File: config.mk
export PLATFORM = sky130hd
export DESIGN_NAME = rtlbus_dist
export DESIGN_NICKNAME = d
export VERILOG_FILES = /design/src/rtl/rtlbus_dist.sv
export SDC_FILE = /design/constraint.sdc
export NUM_CORES = 1
export LEC_CHECK = 0
export ABC_CLOCK_PERIOD_IN_PS = 5180
export CORE_MARGIN = 3
export CORE_UTILIZATION = 46
export DETAILED_ROUTE_END_ITERATION = 12
export GPL_TIMING_DRIVEN = 0
export PLACE_DENSITY = 0.88
export SYNTH_ARGS = -nofsm -noshare
export SYNTH_HDL_FRONTEND = slang
export SYNTH_SLANG_ARGS = --single-unit
export TNS_END_PERCENT = 1
File: constraint.sdc
create_clock -name clk -period 5.18 [get_ports clk]
set_input_delay 0.518 -clock clk [delete_from_list [all_inputs] [get_ports clk]]
set_output_delay 0.518 -clock clk [all_outputs]
set_load 0.05 [all_outputs]
File: src/rtl/rtlbus_dist.sv
// ---------------------------------------------------------------------------
// rtlbus_dist
//   One-hot bus distributor. A single O-bit word stream (valid/ready) is
//   steered into one of N output lanes. Each lane owns a one-entry holding
//   register with its own valid/ready handshake. Lane data is packed flat so
//   it can feed the N*O-bit input of the one-hot bus selector directly.
//
// Ports
//   clk      : system clock, all logic on the rising edge
//   rst_n    : synchronous reset, active-low
//   in_vld   : input word valid
//   in_rdy   : input can accept this cycle (combinational)
//   in_en    : one-hot lane select, qualified by in_vld
//   in_dat   : input word
//   out_vld  : per-lane holding register full
//   out_rdy  : per-lane consumer ready
//   out_dat  : packed lane data, lane i at [i*O+O-1 : i*O]
//   err      : one-cycle pulse per word dropped for an illegal in_en
//   err_cnt  : saturating count of dropped words
//
// Configuration
//   RTLBUS_DIST_RR_EN : when defined, in_en is ignored and lanes are filled
//                       round-robin from an internal pointer; err and
//                       err_cnt then stay at 0.
// ---------------------------------------------------------------------------
module rtlbus_dist #(
  parameter int N = 6,
  parameter int O = 8,
  parameter int I = N * O
) (
  input  logic         clk,
  input  logic         rst_n,
  input  logic         in_vld,
  output logic         in_rdy,
  input  logic [N-1:0] in_en,
  input  logic [O-1:0] in_dat,
  output logic [N-1:0] out_vld,
  input  logic [N-1:0] out_rdy,
  output logic [I-1:0] out_dat,
  output logic         err,
  output logic [7:0]   err_cnt
);

  localparam int PW = (N > 1) ? $clog2(N) : 1;

  logic [N-1:0]  outVld_q, outVld_d;
  logic [I-1:0]  outDat_q, outDat_d;
  logic          err_q, err_d;
  logic [7:0]    errCnt_q, errCnt_d;

  logic [PW-1:0] selIdx;
  logic          selLegal;
  logic          accept;
  logic [N-1:0]  loadVec;

`ifdef RTLBUS_DIST_RR_EN
  // Round-robin target: the pointer walks 0..N-1 and wraps explicitly so a
  // non-power-of-two lane count never lands on a missing lane.
  logic [PW-1:0] ptr_q, ptr_d;
  logic          unusedEn;

  assign unusedEn = ^in_en;
  assign selIdx   = ptr_q;
  assign selLegal = 1'b1;

  always_comb begin
    ptr_d = ptr_q;
    if (accept) begin
      ptr_d = (ptr_q == PW'(N - 1)) ? '0 : ptr_q + PW'(1);
    end
  end

  always_ff @(posedge clk) begin
    if (!rst_n) begin
      ptr_q <= '0;
    end else begin
      ptr_q <= ptr_d;
    end
  end
`else
  // Decode in_en: count the set bits and remember the set position. Only a
  // count of exactly one is a legal select; anything else gets dropped.
  logic [5:0] selCnt;

  always_comb begin
    selCnt = '0;
    selIdx = '0;
    for (int k = 0; k < N; k++) begin
      if (in_en[k]) begin
        selCnt = selCnt + 6'd1;
        selIdx = PW'(k);
      end
    end
  end

  assign selLegal = (selCnt == 6'd1);
`endif

  // Accept rules: an illegal select is always swallowed, a legal one needs
  // the target lane empty or draining this edge. Nothing is accepted while
  // reset is held.
  assign in_rdy  = rst_n & (~selLegal | ~outVld_q[selIdx] | out_rdy[selIdx]);
  assign accept  = in_vld & in_rdy;
  assign loadVec = (accept && selLegal) ? (N'(1) << selIdx) : '0;

  // Lane and error next state. A drain clears valid, but a load at the same
  // edge wins so a lane can stream one word per cycle. Lane data is only
  // ever overwritten by a load, so it holds its last value after a drain.
  always_comb begin
    outVld_d = (outVld_q & ~out_rdy) | loadVec;
    outDat_d = outDat_q;
    for (int k = 0; k < N; k++) begin
      if (loadVec[k]) begin
        outDat_d[k*O +: O] = in_dat;
      end
    end
    err_d    = accept & ~selLegal;
    errCnt_d = errCnt_q;
    if (err_d && (errCnt_q != 8'hFF)) begin
      errCnt_d = errCnt_q + 8'd1;
    end
  end

  // State registers; reset discards any held words.
  always_ff @(posedge clk) begin
    if (!rst_n) begin
      outVld_q <= '0;
      outDat_q <= '0;
      err_q    <= 1'b0;
      errCnt_q <= '0;
    end else begin
      outVld_q <= outVld_d;
      outDat_q <= outDat_d;
      err_q    <= err_d;
      errCnt_q <= errCnt_d;
    end
  end

  assign out_vld = outVld_q;
  assign out_dat = outDat_q;
  assign err     = err_q;
  assign err_cnt = errCnt_q;

endmodule

== Word-level counts from Yosys, hierarchy flattened ==
Cells that the tools add are included.

* Output and inout bits: 64
* Flip-flop bits (word level): 63
* Word-level logic and storage cells: 47
* Bits of input ports: 23

* Add/sub/neg operators: 6
* $lt $le $gt $ge: 1
* Shift-type cells: 1
* Bitwise logic cells: 10
* Muxes and demuxes: 16
* Eq/ne operators: 2
* Reduce and logical (&&, ||, !) cells: 2

{| class="wikitable"
|+ Operators by type and width
! operator !! count
|-
| 6-bit two-way mux || 6
|-
| 6-bit by 1-bit adder with 6-bit output (second input constant) || 5
|-
| 3-bit two-way mux || 4
|-
| 8-bit by 1-bit adder with 8-bit output (second input constant) || 1
|-
| 8-bit inequality test (second input constant) || 1
|-
| 6-bit bitwise AND || 1
|-
| 1-bit binary-select mux with 3-bit select || 2
|-
| 6-bit by 1-bit equality test with 1-bit output (second input constant) || 1
|-
| 6-bit inverter || 1
|-
| 6-bit bitwise OR || 1
|-
| 1-bit by 3-bit left shift with 6-bit output (first input constant) || 1
|-
| 3-bit by 4-bit less-than comparator with 1-bit output (second input constant) || 1
|-
| 1-bit two-way mux || 4
|-
| 1-bit bitwise AND || 3
|-
| 1-bit logical AND || 2
|-
| 1-bit inverter || 2
|-
| 1-bit bitwise OR || 2
|}

== Longest topological paths before layout ==
* Word-level depth: 20
* Mapped depth: 18
* Depth with buffers taken out: 17

== Worst setup path before layout ==
OpenSTA, ideal clock, no wires.

* Path kind: input to output
* Start: in in_en[0]
* End: out in_rdy
* Path slack: 0.903 ns
* Stages: 17
* Required time: 4.662 ns
* Path buffers: 1
* Arrival time: 3.759 ns
* Cell sequence: inv_1 ha_1 xor2_1 ha_1 nor2b_1 a31oi_1 ha_1 nor2b_1 a311oi_1 ha_1 nand2_1 xor2_1 xnor2_1 o211a_4 clkbuf_1 o21ai_0 and2_1

* Word-level cells in the longest chain between the ends: 16

{| class="wikitable"
|+ Ends and longest elaborated chain
! item !! RTL line !! RTL
|-
| from (decl) || 35 || <nowiki>input logic [N-1:0] in_en,</nowiki>
|-
| 1-bit two-way mux (*) || 89 || <nowiki>if (in_en[k]) begin</nowiki>
|-
| 6-bit by 1-bit adder with 6-bit output || 90 || <nowiki>selCnt = selCnt + 6'd1;</nowiki>
|-
| 6-bit two-way mux (*) || 89 ||
|-
| 6-bit by 1-bit adder with 6-bit output || 90 ||
|-
| 6-bit two-way mux (*) || 89 ||
|-
| 6-bit by 1-bit adder with 6-bit output || 90 ||
|-
| 6-bit two-way mux (*) || 89 ||
|-
| 6-bit by 1-bit adder with 6-bit output || 90 ||
|-
| 6-bit two-way mux (*) || 89 ||
|-
| 6-bit by 1-bit adder with 6-bit output || 90 ||
|-
| 6-bit two-way mux (*) || 89 ||
|-
| 6-bit by 1-bit equality test with 1-bit output (*) || 96 || <nowiki>assign selLegal = (selCnt == 6'd1);</nowiki>
|-
| 1-bit inverter (*) || 102 || <nowiki>assign in_rdy = rst_n & (~selLegal | ~outVld_q[selIdx] | out_rdy[selIdx]);</nowiki>
|-
| 1-bit bitwise OR (*) (2 in a row) || 102 ||
|-
| 1-bit bitwise AND (*) || 102 ||
|-
| to (decl) || 34 || <nowiki>output logic in_rdy,</nowiki>
|}

Every way passes the cells marked *; elsewhere a longest branch is shown, timed or not.

== Final worst setup path ==
* Start: in in_en[1]
* End: out in_rdy

* Word-level cells in the longest chain between the ends: 14
* Elaborated cells between the ends (all ways): 24
* Classes of those cells: 4 x add/sub; 1 x eq/ne; 14 x mux; 5 x bitwise

{| class="wikitable"
|+ Ends and longest elaborated chain
! item !! RTL line
|-
| 6-bit two-way mux || 89
|-
| 6-bit by 1-bit adder with 6-bit output || 90
|-
| 6-bit two-way mux || 89
|-
| 6-bit by 1-bit adder with 6-bit output || 90
|-
| 6-bit two-way mux || 89
|-
| 6-bit by 1-bit adder with 6-bit output || 90
|-
| 6-bit two-way mux || 89
|-
| 6-bit by 1-bit adder with 6-bit output || 90
|-
| 6-bit two-way mux || 89
|-
| 6-bit by 1-bit equality test with 1-bit output || 96
|-
| 1-bit inverter || 102
|-
| 1-bit bitwise OR || 102
|-
| 1-bit bitwise OR (*) || 102
|-
| 1-bit bitwise AND (*) || 102
|}

Every way passes the cells marked *; elsewhere a longest branch is shown, timed or not. The select of a mux whose other input is x is not followed.

==> impl_metrics.py <==
metrics = {
    "run_status": {
        "outcome": "finished clean",
    },
    "clock_tree": {
        "clk_pin_slew_worst_paths_ns": 0.06,
        "numCtsBuffers": 9,
        "ctsHoldBuffers": 0,
        "cts_root_buffer": "clkbuf_8",
        "ctsHtreeMaxLevel": 3,
        "clkSinkCount": 63,
        "clk_latency_ns": 0.34,
        "cts_tree": "done",
        "clock_path_buffers": 2,
    },
    "hold_path": {
        "worstHoldPathType": "reg -> reg",
        "whs_path_depth": 2,
        "hold_start": "out_dat[8]$_SDFFE_PN0P_",
        "holdPathEnd": "out_dat[8]$_SDFFE_PN0P_",
    },
    "timing": {
        "hold_viol": 0,
        "setup_violations": 0,
        "slew_headroom": 0.538,
        "period_share": 0.957,
        "worst_slack_ns": 0.224,
        "rsz0062_at_grt": "no",
        "worstMarginPinSlew_ns": 0.693,
        "fmax_mhz": 202,
        "skew_ns": 0.00975,
        "period_minus_slack_ns": 4.96,
        "slew_violations": 0,
        "tns_ns": 0,
    },
    "drt": {
        "viasPerCell": 5.43,
        "antenna_left": 0,
        "finalWirelength_um": 7720,
        "met2_length_um": 3720,
        "drt-initial-drc-count": 95,
        "route.met3.wl_um": 660,
        "first_pass_iters": 5,
        "vias": 2536,
        "drc": 0,
        "highest_layer": "met4",
        "wl_per_cell_um": 16.5,
        "met1_length_um": 3190,
    },
    "global_route": {
        "grt-ovfl-total": 0,
        "grt_pass1_wl_um": 12100,
        "antenna_found_initial": 0,
        "track_usage": 0.215,
        "grt_pass1_vias": 2511,
        "grt_max_degree": 20,
    },
    "worst_setup_path": {
        "rrSetupSlack_ns": 3.26,
        "cp-end-kind": "output pin",
        "critical_path_class": "in -> out",
        "reg2reg_from": "out_vld[3]$_SDFF_PN0_",
        "cp_max_fo": 4,
        "worstSetupStartpointType": "input port",
        "cp.required_ns": 4.66,
        "cp.arrival_ns": 4.44,
        "worstRegToRegCells": 7,
        "reg2reg_to": "out_dat[21]$_SDFFE_PN0P_",
    },
    "layout": {
        "final_layout_size_suffix_gt1_frac": 0.0785,
        "final_nets": 420,
        "finalNonFillerCells": 467,
        "area_growth_pct": 39.3,
        "post-route-util": 0.688,
        "n_antenna_cell": 0,
        "mostFrequentLayoutCells": "clkdlybuf4s50_1, dfxtp_1, nand2_1",
        "final_common_cell": "clkdlybuf4s50_1",
        "final_cell_area_um2": 3930,
    },
    "synthesis": {
        "syn-num-nets": 325,
        "synth-main-ff-cell": "dfxtp_1",
        "postSynthAreaPerCell_um2": 9.53,
        "ys_warn_count": 0,
        "synth_cell_types": 42,
        "ys_ff_latch": 63,
        "synthTopCellsByArea": "dfxtp_1, mux2i_1, nand2_1, nor2b_1, ha_1",
        "synth_top_area_share": 0.447,
        "synth_top_area_cell": "dfxtp_1",
        "ys_async_sr_fraction": 0,
        "synth_edf_count": 0,
        "yosysSeqAreaShare": 0.447,
        "netlist_instances": 296,
        "syn_area_um2": 2820,
    },
    "power_and_ir_drop": {
        "ir_worst_vdd_uv": 177,
        "p_per_area_nw_per_um2": 265,
        "p_leak_nw": 1.68,
    },
    "floorplanning": {
        "rows": 27,
        "die-area_um2": 7110,
        "start_util": 0.494,
        "die_h_um": 84.3,
        "coreArea_um2": 5710,
        "num_io_pins": 87,
        "die_w_um": 84.3,
    },
    "placed_design": {
        "dpl.hpwl_um": 5590,
        "preCtsSetupSlack_ns": -0.762,
        "gp_congestion": 0.886,
        "placed_area_um2": 3740,
        "io_buffers": 83,
        "dp_cells": 451,
    },
    "job": {
        "cap_violations": 0,
    },
}
[routing by layer]
metal	track usage	up-vias
li1	-	1200
met1	0.256	1212
met2	0.346	109
met3	0.0873	15
met4	0.0863	0
met5	0	-
[flip-flops by register name (all words and copies together), names as in the netlist]
signal	flops
out_vld	6
out_dat	48
err_cnt	8
err	1
[logic make-up (layout without fill, tap and decap cells)]
| family | Yosys count | in the layout | share of synthesized area |
|---|---|---|---|
| and+or+nand+nor | 114 | 114 | 0.202 |
| xor gates and xnor gates | 6 | 6 | 0.0266 |
| adders and majority gates | 6 | 6 | 0.0266 |
| buffers and inverters | 26 | 125 | 0.0421 |
| muxes | 49 | 49 | 0.174 |
| DFF | 63 | 63 | 0.447 |
| AOI/OAI and AO/OA | 32 | 32 | 0.0816 |
[where the power goes]
part | switching [mW] | internal, mW
registers | 0.00520 | 0.491
logic | 0.104 | 0.0736
clock network | 0.185 | 0.181
[synthesized netlist by cell type (3+ instances only)]
cell       n
nand3_1    7
ha_1       6
or3_1      5
dfxtp_1   63
mux2i_1   49
nand2b_1   8
o21ai_0    8
a21boi_0   9
clkbuf_1  11
nand2_1   58
nor2b_1   15
nor2_1     3
xor2_1     3
inv_1      8
nand4_1    4
buf_2      5
o211ai_1   4
[metrics by stage]
| step | total power, mW | hold slack, ns |
|---|---|---|
| global route | 1.08 | 0.479 |
| CTS | 1.04 | 0.461 |
| finish | 1.04 | 0.462 |
| floorplan | 0.619 | 0.673 |
| detailed placement | 0.676 | 0.449 |
| global placement | 0.669 | 0.441 |
[repair_timing]
action                     CTS  global route
pin swaps                    0             1
resized for setup            3             0
setup endpoints to repair    1             1
buffers inserted             0             2
[worst max-delay path by stage]
stage | start | to | slack [ns] | cells past startpoint
final | in_en[1] | in_rdy | 0.22 | 18
after detailed placement | in_en[1] | in_rdy | -0.76 | 19
after global placement | in_en[1] | in_rdy | -0.54 | 19
after global routing | in_en[1] | in_rdy | 0.01 | 18
after floorplan | in_en[0] | in_rdy | 0.90 | 17
after CTS | in_en[1] | in_rdy | 0.06 | 18
[worst max-delay path: stages]
cell	delay, ns
clkdlybuf4s50_1	0.53
inv_1	0.06
ha_1	0.32
xor2_1	0.18
ha_1	0.30
nor2b_1	0.12
a31oi_1	0.07
ha_1	0.30
nor2b_1	0.06
a311oi_2	0.38
ha_1	0.23
nand2_1	0.06
xor2_1	0.25
xnor2_2	0.18
o211a_4	0.21
o21ai_0	0.07
and2_1	0.19
dlygate4sd2_1	0.42
[area by class of cell]
cell class                      count  area, um2
Fill cell                         447       1780
Multi-Input combinational cell    207       1450
Sequential cell                    63       1260
Timing Repair Buffer               85        845
Clock buffer                       11        141
Tap cell                           72       90.1
Buffer                             17       85.1
Inverter                            8       30.0
Clock inverter                      4       22.5
Note: power is estimated with default switching activity, not from simulation.
